`config.mk`:
```
export PLATFORM = sky130hd
export DESIGN_NAME = serial_subtractor
export DESIGN_NICKNAME = d
export VERILOG_FILES = /design/src/rtl/serial_subtractor.sv
export SDC_FILE = /design/constraint.sdc
export NUM_CORES = 1
export LEC_CHECK = 0
export BUFFER_PORTS_ARGS = -buffer_cell sky130_fd_sc_hd__buf_2
export CAP_MARGIN = 20
export CORE_MARGIN = 10
export CORE_UTILIZATION = 58
export CTS_CLUSTER_DIAMETER = 120
export DETAILED_ROUTE_END_ITERATION = 10
export PLACE_DENSITY = 0.83
export SYNTH_ARGS = -nofsm -noshare
export SYNTH_HDL_FRONTEND = slang
export SYNTH_SLANG_ARGS = --single-unit
```
`constraint.sdc`:
```
create_clock -name clk -period 4.1 [get_ports clk]
set_input_delay 0 -clock clk [delete_from_list [all_inputs] [get_ports clk]]
set_output_delay 0 -clock clk [all_outputs]
set_load 0.005 [all_outputs]
```
`src/rtl/serial_subtractor.sv`:
```
// Bit-serial unsigned subtractor: a - b computed LSB-first, one bit per clock,
// behind a start/done handshake. Results are registered and held until the next completion.
//
// state   | meaning
// --------+--------------------------------------------------------------
// ST_IDLE | waiting for start
// ST_RUN  | one full-subtractor step per edge, WIDTH edges in total
// ST_DONE | single-cycle done pulse; start here begins the next operation
module serial_subtractor #(
    parameter int WIDTH = 8
) (
    input  logic             clk,
    input  logic             rst_n,
    input  logic             start,
    input  logic [WIDTH-1:0] a,
    input  logic [WIDTH-1:0] b,
    output logic             busy,
    output logic             done,
    output logic [WIDTH-1:0] diff,
    output logic             borrow,
    output logic             zero
);

    localparam int CW = (WIDTH > 1) ? $clog2(WIDTH) : 1;

    typedef enum logic [1:0] {
        ST_IDLE = 2'd0,
        ST_RUN  = 2'd1,
        ST_DONE = 2'd2
    } state_t;

    state_t           state, state_nxt;
    logic [WIDTH-1:0] sa, sb;
    logic [WIDTH-2:0] sr;
    logic             bf;
    logic [CW-1:0]    cnt;

    logic             accept, last, d_bit, bout;
    logic [WIDTH-1:0] result;

    always_comb begin
        d_bit  = sa[0] ^ sb[0] ^ bf;
        bout   = (~sa[0] & sb[0]) | (~(sa[0] ^ sb[0]) & bf);
        // sr holds the partial result MSB-aligned; the new bit completes it on the last step
        result = {d_bit, sr};
        last   = (cnt == CW'(WIDTH - 1));
        accept = start && ((state == ST_IDLE) || (state == ST_DONE));

        state_nxt = state;
        case (state)
            ST_IDLE: if (start) state_nxt = ST_RUN;
            ST_RUN:  if (last)  state_nxt = ST_DONE;
            ST_DONE: state_nxt = start ? ST_RUN : ST_IDLE;
            default: state_nxt = ST_IDLE;
        endcase
    end

    always_ff @(posedge clk or negedge rst_n) begin
        if (!rst_n) state <= ST_IDLE;
        else        state <= state_nxt;
    end

    assign busy = (state == ST_RUN);
    assign done = (state == ST_DONE);

    always_ff @(posedge clk or negedge rst_n) begin
        if (!rst_n) begin
            sa     <= '0;
            sb     <= '0;
            sr     <= '0;
            bf     <= 1'b0;
            cnt    <= '0;
            diff   <= '0;
            borrow <= 1'b0;
            zero   <= 1'b0;
        end else if (accept) begin
            sa  <= a;
            sb  <= b;
            bf  <= 1'b0;
            cnt <= '0;
        end else if (state == ST_RUN) begin
            sa <= sa >> 1;
            sb <= sb >> 1;
            sr <= result[WIDTH-1:1];
            bf <= bout;
            if (last) begin
                diff   <= result;
                borrow <= bout;
                zero   <= (result == '0);
            end else begin
                cnt <= cnt + 1'b1;
            end
        end
    end

endmodule
```
### Yosys cells after proc, flatten, opt, wreduce, memory -nomap -nowiden

Cells that the tools add are included.

| storage, ports and cells | value |
|---|---|
| flip-flop bits (word level) | 39 |
| input port bits | 19 |
| output and inout port bits | 12 |
| word-level logic and storage cells | 46 |

| cells by class | value |
|---|---|
| multiplexer cells | 13 |
| add/sub/neg operators | 1 |
| bitwise operators | 8 |
| reduce and logical (&&, ||, !) cells | 9 |
| equal/unequal tests | 6 |

Operators by type and width:

| cell | count |
|---|---|
| 8-bit 2-to-1 mux | 4 |
| 3-bit 2-to-1 mux | 3 |
| 8-bit logical NOT | 1 |
| 2-bit case mux with 3 select lines | 1 |
| 2-bit AND reduction | 3 |
| 2-bit 2-to-1 mux | 2 |
| 2-bit != test (second input constant) | 2 |
| 3-bit by 1-bit adder with 3-bit output (second input constant) | 1 |
| 3-bit equality test (second input constant) | 1 |
| 1-bit 2-to-1 mux | 3 |
| 1-bit NOT | 3 |
| 3-bit AND reduction | 1 |
| 1-bit AND | 2 |
| 2-bit by 1-bit equality test with 1-bit output (second input constant) | 1 |
| 2-bit equality test (second input constant) | 1 |
| 2-bit logical NOT | 1 |
| 2-bit by 1-bit != test with 1-bit output (second input constant) | 1 |
| 2-bit nonzero test | 1 |
| 1-bit bitwise XOR | 2 |
| 1-bit logical AND | 1 |
| 1-bit logical OR | 1 |
| 1-bit OR | 1 |

### Depth between registers and ports, before layout

Gate-level depths: netlist (run 1).

| depth | value |
|---|---|
| word-level depth | 6 |
| gate-level depth with buffers | 6 |
| gate-level depth less buffers | 5 |

### Least setup slack after synthesis (run 1)

OpenSTA, ideal clock, no wires.

| path | value |
|---|---|
| kind | register to register |
| from | reg cnt[0] |
| to | reg diff[3] |
| period minus slack after synthesis | 1.496 ns |
| buffers on the path | 1 |
| slack | 2.604 ns |
| cell stages (with the launch flop) | 6 |
| data required time | 3.975 ns |
| arrival | 1.371 ns |
| setup time | 0.125 ns |
| cell sequence | dfrtp_1 -> ha_1 -> ha_1 -> nand3b_2 -> buf_6 -> mux2_4 |

| on the way | value |
|---|---|
| cells in the longest elaborated chain, start to end | 2 |

Ends and longest elaborated chain:

| element | line | source |
|---|---|---|
| start, declared | 36 | `logic [CW-1:0] cnt;` |
| start signal, assigned | 91 | `cnt <= cnt + 1'b1;` |
| 3-bit equality test | 46 | `last = (cnt == CW'(WIDTH - 1));` |
| 3-bit AND reduction (no source line) | -- |  |
| end signal, assigned | 87 | `diff <= result;` |
| end, declared | 19 | `output logic [WIDTH-1:0] diff,` |

No other way between the ends.
A chain may end at the register's enable or synchronous reset.

### Final worst setup path (run 1)

| path | value |
|---|---|
| from | reg state[1] |
| to | out busy |

| on the way | value |
|---|---|
| cells in the longest elaborated chain, start to end | 1 |

Ends and longest elaborated chain:

| element | line | source |
|---|---|---|
| start, declared | 32 | `state_t state, state_nxt;` |
| start signal, assigned | 60 | `else state <= state_nxt;` |
| 2-bit by 1-bit equality test with 1-bit output | 63 | `assign busy = (state == ST_RUN);` |
| end, declared | 17 | `output logic busy,` |

No other way between the ends.

==> results of run 1 <==
[how the worst max path moves through the flow]
| stage | startpoint | endpoint | slack [ps] |
|---|---|---|---|
| final | state[1]$_DFFE_PN0P_ | busy | 2150 |
| after global routing | state[1]$_DFFE_PN0P_ | busy | 2000 |
| after CTS | state[1]$_DFFE_PN0P_ | busy | 2150 |
| after detailed placement | state[1]$_DFFE_PN0P_ | sb[0]$_DFFE_PN0P_ | 2200 |
| after global placement | state[1]$_DFFE_PN0P_ | sb[0]$_DFFE_PN0P_ | 2280 |
| after floorplan | cnt[0]$_DFFE_PN0P_ | diff[3]$_DFFE_PN0P_ | 2600 |
[layout make-up]
class	count	area, µm²	area share (%)
flip-flops and latches	39	975.9	47.71
multi-input cells	113	638.1	31.19
repair buffers	47	320.3	15.66
clock buffers	7	45.04	2.202
well taps	31	38.79	1.896
inverters	4	22.52	1.101
clock inverters	1	5.005	0.2446
[placed cells by master, fill, tap and decap left out]
| master | synthesis | layout |
|---|---|---|
| mux2_4 | 5 | 5 |
| nor2b_1 | 1 | 1 |
| a31oi_1 | 10 | 10 |
| o21ai_0 | 6 | 6 |
| clkinv_2 | 0 | 1 |
| o22ai_1 | 2 | 2 |
| nor3b_2 | 1 | 1 |
| dfrtp_1 | 39 | 39 |
| buf_2 | 3 | 30 |
| nor3_1 | 3 | 3 |
| a22oi_2 | 1 | 1 |
| clkbuf_1 | 0 | 2 |
| a221o_1 | 1 | 1 |
| a21oi_1 | 4 | 4 |
| ha_1 | 2 | 2 |
| clkbuf_4 | 0 | 5 |
| inv_8 | 1 | 1 |
| xnor2_1 | 1 | 1 |
| mux2_2 | 3 | 3 |
| nand2_1 | 51 | 51 |
| nand3_1 | 2 | 2 |
| nor4_1 | 2 | 2 |
| and2b_1 | 1 | 1 |
| dlygate4sd3_1 | 0 | 17 |
| nor2_1 | 13 | 13 |
| inv_1 | 3 | 3 |
| nand3b_2 | 1 | 1 |
| nand2b_1 | 2 | 2 |
| fa_1 | 1 | 1 |
[through the flow]
stage	instance area (µm²)	power, µW	cells	util (%)	hold WS [ps]
global route	2046	1530	242	72.93	239.7
finish	2046	1401	242	72.93	194.7
floorplan	1719	1086	166	-	-295.6
detailed placement	1826	1217	217	65.08	140.7
global placement	1826	1168	217	65.08	133.1
CTS	2046	1411	242	72.93	197.2
[worst max-delay path, stage by stage (launching register included)]
cell and delay [ps]:
dfrtp_1 420, nand2b_1 620, inv_8 380, buf_2 180
[logic make-up after synthesis]
family / Yosys count
flip-flops: 39
multiplexers: 8
adder cells (fa/ha/maj): 3
AO/OA/AOI/OAI: 24
AND/OR/NAND/NOR: 77
buffers and inverters: 14
XOR/XNOR: 1
[layer usage]
| layer | vias up | track usage (%) | part of all wire, % |
|---|---|---|---|
| li1 | 641 | - | - |
| met1 | 632 | 17.21 | 41 |
| met2 | 33 | 25.94 | 52 |
| met3 | 9 | 4.920 | 4.9 |
| met4 | 0 | 7.563 | 2.3 |
| met5 | - | 0 | 0 |
[power groups by stage]
stage               sequential (µW)  clock (µW)  combinational (µW)
finish                          672         182                 547
global route                    695         207                 628
CTS                             671         189                 552
detailed placement              680           0                 538
global placement                663           0                 505
floorplan                       652           0                 433
[Yosys cell counts]
library cell   n
nand2_1       51
dfrtp_1       39
nor2_1        13
a31oi_1       10
o21ai_0        6
mux2_4         5
a21oi_1        4
buf_4          4
buf_2          3
inv_1          3
mux2_2         3
nor3_1         3
buf_6          2
ha_1           2
nand2b_1       2
nand3_1        2
nor4_1         2
o22ai_1        2
a221o_1        1
a22oi_2        1
and2b_1        1
buf_8          1
fa_1           1
inv_8          1
nand3b_2       1
nor2b_1        1
nor3b_2        1
xnor2_1        1
[registers in the layout, indices dropped and copies added (netlist names)]
name,count
bf,1
borrow,1
cnt,3
diff,8
sa,8
sb,8
sr,7
state,2
zero,1
[timing repair]
action,in CTS,in global routing
setup endpoints to repair,0,0
hold endpoints to repair,55,0
resized for setup,0,0
hold buffers,17,0
==> results.json, run 1 <==
{
  "status": "completed",
  "vias_per_cell": 5.434,
  "slew_viol_final": 0,
  "dr.pass1.iters": 6,
  "cts_root_buf": "clkbuf_4",
  "ir_drop_v": 0.0004136,
  "synth_top_area_cell": "dfrtp_1",
  "r2r-start": "state[1]$_DFFE_PN0P_",
  "finalNetCount": 232,
  "grt_setup_unrepaired": "false",
  "insertion_delay_ps": 340,
  "layout_setup_ws_ps": 2155,
  "wl_um": 3688,
  "r2r_setup_slack_ps": 2170,
  "synthAdderAreaFrac_pct": 2.620,
  "hold_depth": 3,
  "antenna_found_initial": 0,
  "drv_cap": 0,
  "syn_area_um2": 1719,
  "cp_data_required_time_ps": 4100,
  "vias": 1315,
  "cp_data_arrival_time_ps": 1950,
  "cts_sinks": 39,
  "pwr-share-seq_pct": 47.9,
  "fp.coreArea_um2": 2805,
  "cts_max_level": 2,
  "grt_usage_pct": 15.38,
  "numPortBuffers": 30,
  "antennaDiodeCount": 0,
  "synthDominantCellAreaShare_pct": 56.77,
  "hold_start": "start",
  "synthXorXnorAreaFrac_pct": 0.5095,
  "synthMuxAreaShare_pct": 6.332,
  "first_global_vias": 1366,
  "synth_cells": 166,
  "ys_ff_latch": 39,
  "wl_per_cell_um": 15.24,
  "finalCriticalPeriod_ps": 1945,
  "startpoint_type": "register",
  "place_congestion": 0.7341,
  "cts_max_path_buffers": 2,
  "tightest_slew_ps": 1026,
  "finalCritPeriodShare_pct": 47.45,
  "grt_pass1_wl_um": 6486,
  "synth.distinct_cells": 28,
  "ys_seq_area_share_pct": 56.77,
  "switchingPower_uw": 527.8,
  "die_height_um": 74.45,
  "hpwl_um": 2502,
  "skew_ps": 5.136,
  "tns_ps": 0,
  "drt_iter0_drc": 115,
  "io_pins": 31,
  "p_int_uw": 872.9,
  "grt_max_degree": 40,
  "fp-row-count": 19,
  "yosys_warnings": 0,
  "place_ws_ps": 2203,
  "worstPathMaxFanout": 26,
  "post-cts-setup-buffers": 0,
  "hold_end": "cnt[0]$_DFFE_PN0P_",
  "n_fill_cell": 204,
  "cts_tree": "yes",
  "initial_core_util_pct": 61.28,
  "dieArea_um2": 5542,
  "synth_nets": 188,
  "final-setup-viol-count": 0,
  "ant_nets": 0,
  "area_growth_pct": 19.00,
  "cts_buffers": 5,
  "maxSlewHeadroom_pct": 31.60,
  "power_frac_comb_pct": 39.0,
  "rr_worst_depth": 4,
  "p_leak_uw": 0.001035,
  "hold_path.class": "primary input to register",
  "swShare_pct": 37.68,
  "synth_compound_area_share_pct": 8.588,
  "die_w_um": 74.45,
  "yosys.area_share.simple_pct": 19.07,
  "drive_gt1_share_pct": 22.75,
  "crit_type": "register to primary output",
  "avgSynthCellArea_um2": 10.36,
  "timing.fmax_mhz": 514.1,
  "clk_pin_slew_ps": 100,
  "grt_overflow": 0,
  "drcViolationCount": 0,
  "power_density_nw_per_um2": 684.7,
  "cp-end-kind": "primary output",
  "synthTopCellsByArea": "dfrtp_1 57%, nand2_1 11%, mux2_4 4.4%",
  "hold_viol": 0,
  "synth_top_family_by_area": "simple AND/OR/NAND/NOR gates",
  "r2r-end": "sb[0]$_DFFE_PN0P_",
  "power_frac_clock_pct": 13.0
}
No activity file was read; power rests on OpenSTA's default activity.
==> run 2, diff against run 1 <==
ABC_AREA = 1   (was default)
CORE_UTILIZATION = 49   (was 58)
PLACE_DENSITY = 0.74   (was 0.83)
clock period = 1.63 ns   (was 4.1 ns; I/O delays follow)
==> run 2 against run 1 <==
Effect of this change:
- sequential cell count did not move
- power rose to 2.6 times the previous value
- global-route usage fell by 3.0 points
- critical endpoint is now zero$_DFFE_PN0P_
==> results.json, run 2 <==
{
  "status": "completed",
  "synth.distinct_cells": 17,
  "wl_um": 3702,
  "cts_resized": 0,
  "vias": 1436,
  "vias_per_cell": 4.544,
  "place_congestion": 0.7598,
  "dieArea_um2": 6445,
  "cp-end-kind": "register",
  "startpoint_type": "register",
  "ir_drop_v": 0.0008703,
  "synth_cells": 217,
  "ff_latch_area_um2": 975.9,
  "synth_nets": 239,
  "finalNetCount": 293,
  "gr-usage-met3_pct": 3.675,
  "final_cell_mix": "96 x nand2_1, 39 x dfrtp_1, 30 x buf_2, 27 x inv_1, 17 x dlygate4sd3_1",
  "antenna_found_initial": 0,
  "grt_setup_unrepaired": "false",
  "tightest_slew_ps": 492.9,
  "hold_viol": 0,
  "cp_data_required_time_ps": 1920,
  "slew_viol_final": 0,
  "clk_pin_slew_ps": 100,
  "power_frac_clock_pct": 12.0,
  "multi_input_area_um2": 659.4,
  "antennaDiodeCount": 0,
  "timing.fmax_mhz": 745.5,
  "hold_path.class": "primary input to register",
  "synth-main-ff-cell": "dfrtp_1",
  "io_pins": 31,
  "first_global_vias": 1416,
  "area_growth_pct": 24.74,
  "insertion_delay_ps": 340,
  "numPortBuffers": 30,
  "synth_top_area_cell": "dfrtp_1",
  "utilization_pct": 65.02,
  "cts_root_buf": "clkbuf_4",
  "cts_buffers": 5,
  "cts_sinks": 39,
  "fp.coreArea_um2": 3416,
  "use_met2_pct": 20.14,
  "grt_overflow": 0,
  "finalCritPeriodShare_pct": 82.29,
  "ys_top_cells_by_count": "96 x nand2_1, 39 x dfrtp_1, 27 x inv_1",
  "cts_max_level": 2,
  "synthTopCellsByArea": "dfrtp_1 55%, nand2_1 20%, inv_1 5.7%",
  "power_uw": 3662,
  "top_usage_layer": "met2",
  "drive_gt1_share_pct": 21.11,
  "grt_usage_pct": 12.40,
  "grt_max_degree": 40,
  "drt_iter0_drc": 69,
  "reg_top3": "diff x8, sa x8, sb x8",
  "final-setup-viol-count": 0,
  "tns_ps": 0,
  "wl_per_cell_um": 11.72,
  "power_frac_comb_pct": 43.5,
  "skew_ps": 5.867,
  "hpwl_um": 2452,
  "swShare_pct": 40.15,
  "n_fill_cell": 293,
  "cp_data_arrival_time_ps": 1630,
  "synth_edf_count": 0,
  "drcViolationCount": 0,
  "die_height_um": 80.28,
  "placed_area_um2": 2009,
  "synth_most_common_cell": "nand2_1",
  "layout_commonest_cell": "nand2_1",
  "dr.pass1.iters": 4,
  "initial_core_util_pct": 52.12,
  "syn_area_um2": 1780,
  "switchingPower_uw": 1470,
  "maxSlewHeadroom_pct": 67.14,
  "worstPathMaxFanout": 2,
  "p_int_uw": 2192,
  "ys_seq_area_share_pct": 54.81,
  "postSynth.asyncResetShare_pct": 100.0,
  "avgSynthCellArea_um2": 8.205,
  "p_leak_uw": 0.001241,
  "cts_tree": "yes",
  "synthDominantCellAreaShare_pct": 54.81,
  "finalCriticalPeriod_ps": 1341,
  "ys_ff_latch": 39,
  "ant_nets": 0,
  "cts_max_path_buffers": 2,
  "fp-row-count": 21,
  "crit_type": "register to register",
  "yosys_warnings": 0,
  "grt_pass1_wl_um": 6279,
  "die_w_um": 80.28,
  "drv_cap": 0,
  "power_density_nw_per_um2": 1649,
  "postLayoutCellArea_um2": 2221,
  "grtUsageMet1_pct": 14.48,
  "pwr-share-seq_pct": 44.5
}
-- run 2: cell type report --
class / count / area share [%]
sequential: 39 / 43.94
multi-input combinational: 143 / 29.69
clock buffer: 6 / 1.859
inverter: 29 / 4.901
timing repair buffer: 53 / 17.01
tap: 46 / 2.592
-- run 2: logic make-up after synthesis --
group | after synthesis | synth area share, %
buf+inv | 35 | 8.152
flops | 39 | 54.81
fa+ha+maj | 3 | 2.530
simple gates | 121 | 27.41
compound gates | 19 | 7.098
-- run 2: layer usage --
metal	vias up	wire length, µm	part of all wire [%]
li1	760	-	-
met1	636	1656	45
met2	33	1741	47
met3	7	224	6.1
met4	0	80	2.2
met5	-	0	0
-- run 2: per-stage QoR --
| step | hold slack (ps) | setup WS (ps) | cells |
|---|---|---|---|
| 2_1_floorplan | -295.6 | 357.3 | 217 |
| 3_3_place_gp | 78.07 | 346.8 | 293 |
| 3_5_place_dp | 88.00 | 305.4 | 293 |
| 4_1_cts | 69.01 | 277.6 | 316 |
| 5_1_grt | 111.3 | 203.2 | 316 |
| 6_report | 65.30 | 288.6 | 316 |
-- run 2: path summary, 6_finish.rpt --
path | startpoint | to | slack [ps] | cells after the start
max | sa[0]$_DFFE_PN0P_ | zero$_DFFE_PN0P_ | 290 | 6
min | start | sa[6]$_DFFE_PN0P_ | 70 | 5
max reg2reg | sa[0]$_DFFE_PN0P_ | zero$_DFFE_PN0P_ | 290 | 6
min reg2reg | borrow$_DFFE_PN0P_ | borrow$_DFFE_PN0P_ | 480 | 2
max in group asynchronous | rst_n | diff[7]$_DFFE_PN0P_ | 1040 | 3
min in group asynchronous | rst_n | sr[1]$_DFFE_PN0P_ | 250 | 3
-- run 2: timing repair --
item / 4_1_cts / 5_1_grt
hold buffers: 17 / 0
setup endpoints to repair: 0 / 0
buffers inserted: 0 / 0
endpoints found under the hold margin: 55 / 0
-- run 2: worst max-delay path: stages, from the launching register on --
cell and delay, ps:
dfrtp_1 410, fa_1 500, nor2_1 120, nand2_1 60
nor2_1 100, nand2_1 50, nand2_1 50
-- run 2: power by group through the flow --
stage                     Combinational (µW)  Sequential, µW  Clock [µW]
after floorplan                         1130            1620           0
after global placement                  1530            1640           0
after detailed placement                1580            1650           0
after CTS                               1620            1630         458
after global routing                    1880            1690         482
final                                   1590            1630         439
==> run 3, diff against run 2 <==
ABC_AREA = 0   (was 1)
clock period = 1.1 ns   (was 1.63 ns; I/O delays follow)
==> run 3 against run 2 <==
Effect of this change:
- the run now ends with negative setup slack left
- wire length increased by 42%
- critical path depth fell by 1
- clock power increased by 77%
- sequential share of layout area is 7.9 points lower
- clock skew grew 11 ps
- die area is 2.6% lower
- core utilization increased by 16 points
- sequential cell count unchanged
- global-route usage rose by 3.2 points
- cell count is 7.9% lower
- critical endpoint unchanged
==> results.json, run 3 (synthesis results as in run 1) <==
{
  "status": "finished, violations left",
  "violations": "negative setup slack",
  "drv_cap": 0,
  "cts_max_path_buffers": 2,
  "numPortBuffers": 30,
  "grt_overflow": 0,
  "fp.coreArea_um2": 3363,
  "dp_cells": 246,
  "timing.fmax_mhz": 692.9,
  "utilization_pct": 80.62,
  "postLayoutCellArea_um2": 2711,
  "area_growth_pct": 57.71,
  "finalCritPeriodShare_pct": 131.2,
  "vias_per_cell": 5.450,
  "ant_nets": 0,
  "place_congestion": 0.7767,
  "maxSlewHeadroom_pct": 69.32,
  "power_density_nw_per_um2": 2675,
  "finalNetCount": 267,
  "grt_pass1_wl_um": 7665,
  "cts_root_buf": "clkbuf_4",
  "ir_drop_v": 0.001580,
  "drt_iter0_drc": 140,
  "skew_ps": 17.26,
  "layout_setup_ws_ps": -343.3,
  "die_height_um": 79.23,
  "vias": 1586,
  "drive_gt1_share_pct": 50.20,
  "whs_ps": 69.64,
  "cp_data_required_time_ps": 1390,
  "hold_path.class": "primary input to register",
  "hpwl_um": 2631,
  "clk_pin_slew_ps": 120,
  "layout_commonest_cell": "dfrtp_1",
  "final-setup-viol-count": 37,
  "finalCriticalPeriod_ps": 1443,
  "dr.pass1.iters": 4,
  "cts_buffers": 5,
  "fp-row-count": 21,
  "hold_viol": 0,
  "startpoint_type": "register",
  "die_w_um": 79.23,
  "worstPathMaxFanout": 3,
  "dieArea_um2": 6277,
  "placed_area_um2": 2017,
  "reg_top3": "diff x8, sa x8, sb x8",
  "stdcell_count": 291,
  "p_leak_uw": 0.001357,
  "crit_type": "register to register",
  "wl_um": 5273,
  "power_uw": 7253,
  "insertion_delay_ps": 360,
  "cp_data_arrival_time_ps": 1740,
  "wl_per_cell_um": 18.12,
  "antenna_found_initial": 0,
  "tightest_slew_ps": 460.2,
  "cts_sinks": 39,
  "initial_core_util_pct": 51.12,
  "cts_tree": "yes",
  "io_pins": 31,
  "cp-end-kind": "register",
  "grt_setup_unrepaired": "true",
  "antennaDiodeCount": 0,
  "first_global_vias": 1558,
  "cts_max_level": 2,
  "slew_viol_final": 0,
  "grt_usage_pct": 15.60,
  "drcViolationCount": 0,
  "final_cell_mix": "38 x dfrtp_1, 33 x nand2_1, 29 x buf_2, 17 x dlygate4sd3_1, 14 x nand2_2",
  "grt_max_degree": 20
}
run 3: cell count changes in the layout (fill, tap and decap cells not counted), sizes merged, moves of 4 or more:
cell	before	now
a31oi	0	10
nand3	11	2
inv	29	4
a21oi	0	4
nand2b	0	5
buf	36	59
o21ai	18	6
nand2	100	51
nor2	9	13
mux2	0	8
run 3: stage by stage:
step	TNS [ps]	setup slack, ps
floorplan	-2533	-273.9
global placement	-2865	-250.7
detailed placement	-3865	-346.0
CTS	-4743	-296.3
global route	-6759	-399.0
finish	-5063	-343.3
run 3: layer usage:
layer / up-vias / part of all wire, % / global-route usage, % / routed length (µm)
met3: 17 / 7.7 / 6.532 / 404
met4: 0 / 2.9 / 6.093 / 155
met1: 782 / 40 / 18.13 / 2089
met5: - / 0 / 0 / 0
met2: 69 / 50 / 24.96 / 2624
li1: 718 / - / - / -
run 3: cell type report:
cell class | count | area (µm²)
Clock inverter | 1 | 5.005
Tap cell | 46 | 57.56
Fill cell | 208 | 651.9
Sequential cell | 39 | 977.2
Clock buffer | 6 | 51.30
Multi-Input combinational cell | 117 | 899.6
Inverter | 4 | 22.52
Timing Repair Buffer | 78 | 698.2
run 3: worst paths after layout:
kind	cells past startpoint	startpoint	slack [ps]	end
max in group asynchronous	3	rst_n	510	sa[6]$_DFFE_PN0P_
worst max register to register	5	sb[0]$_DFFE_PN0P_	-340	zero$_DFFE_PN0P_
min in group asynchronous	2	rst_n	110	state[1]$_DFFE_PN0P_
worst max-delay path	5	sb[0]$_DFFE_PN0P_	-340	zero$_DFFE_PN0P_
worst min register to register	2	zero$_DFFE_PN0P_	500	zero$_DFFE_PN0P_
worst min-delay path	3	start	70	state[0]$_DFFE_PN0P_
run 3: timing repair:
item	in CTS	in global routing
gates cloned	2	4
pin swaps	25	26
buffers inserted	12	3
setup endpoints to repair	30	40
hold buffers	17	0
gates resized for setup	48	24
hold endpoints to repair	55	0
run 3: report_power, final:
group / total, µW / internal (µW) / switching, µW
Sequential: 2620 / 2080 / 545
Clock: 777 / 296 / 481
Combinational: 3850 / 2120 / 1730
Total: 7250 / 4490 / 2760
run 3: critical path, cell delays in order, from the launching register on:
cell and delay, ps:
dfrtp_1 410, inv_2 70, fa_2 460, nor4_2 190
nand2_1 110, o21ai_1 120
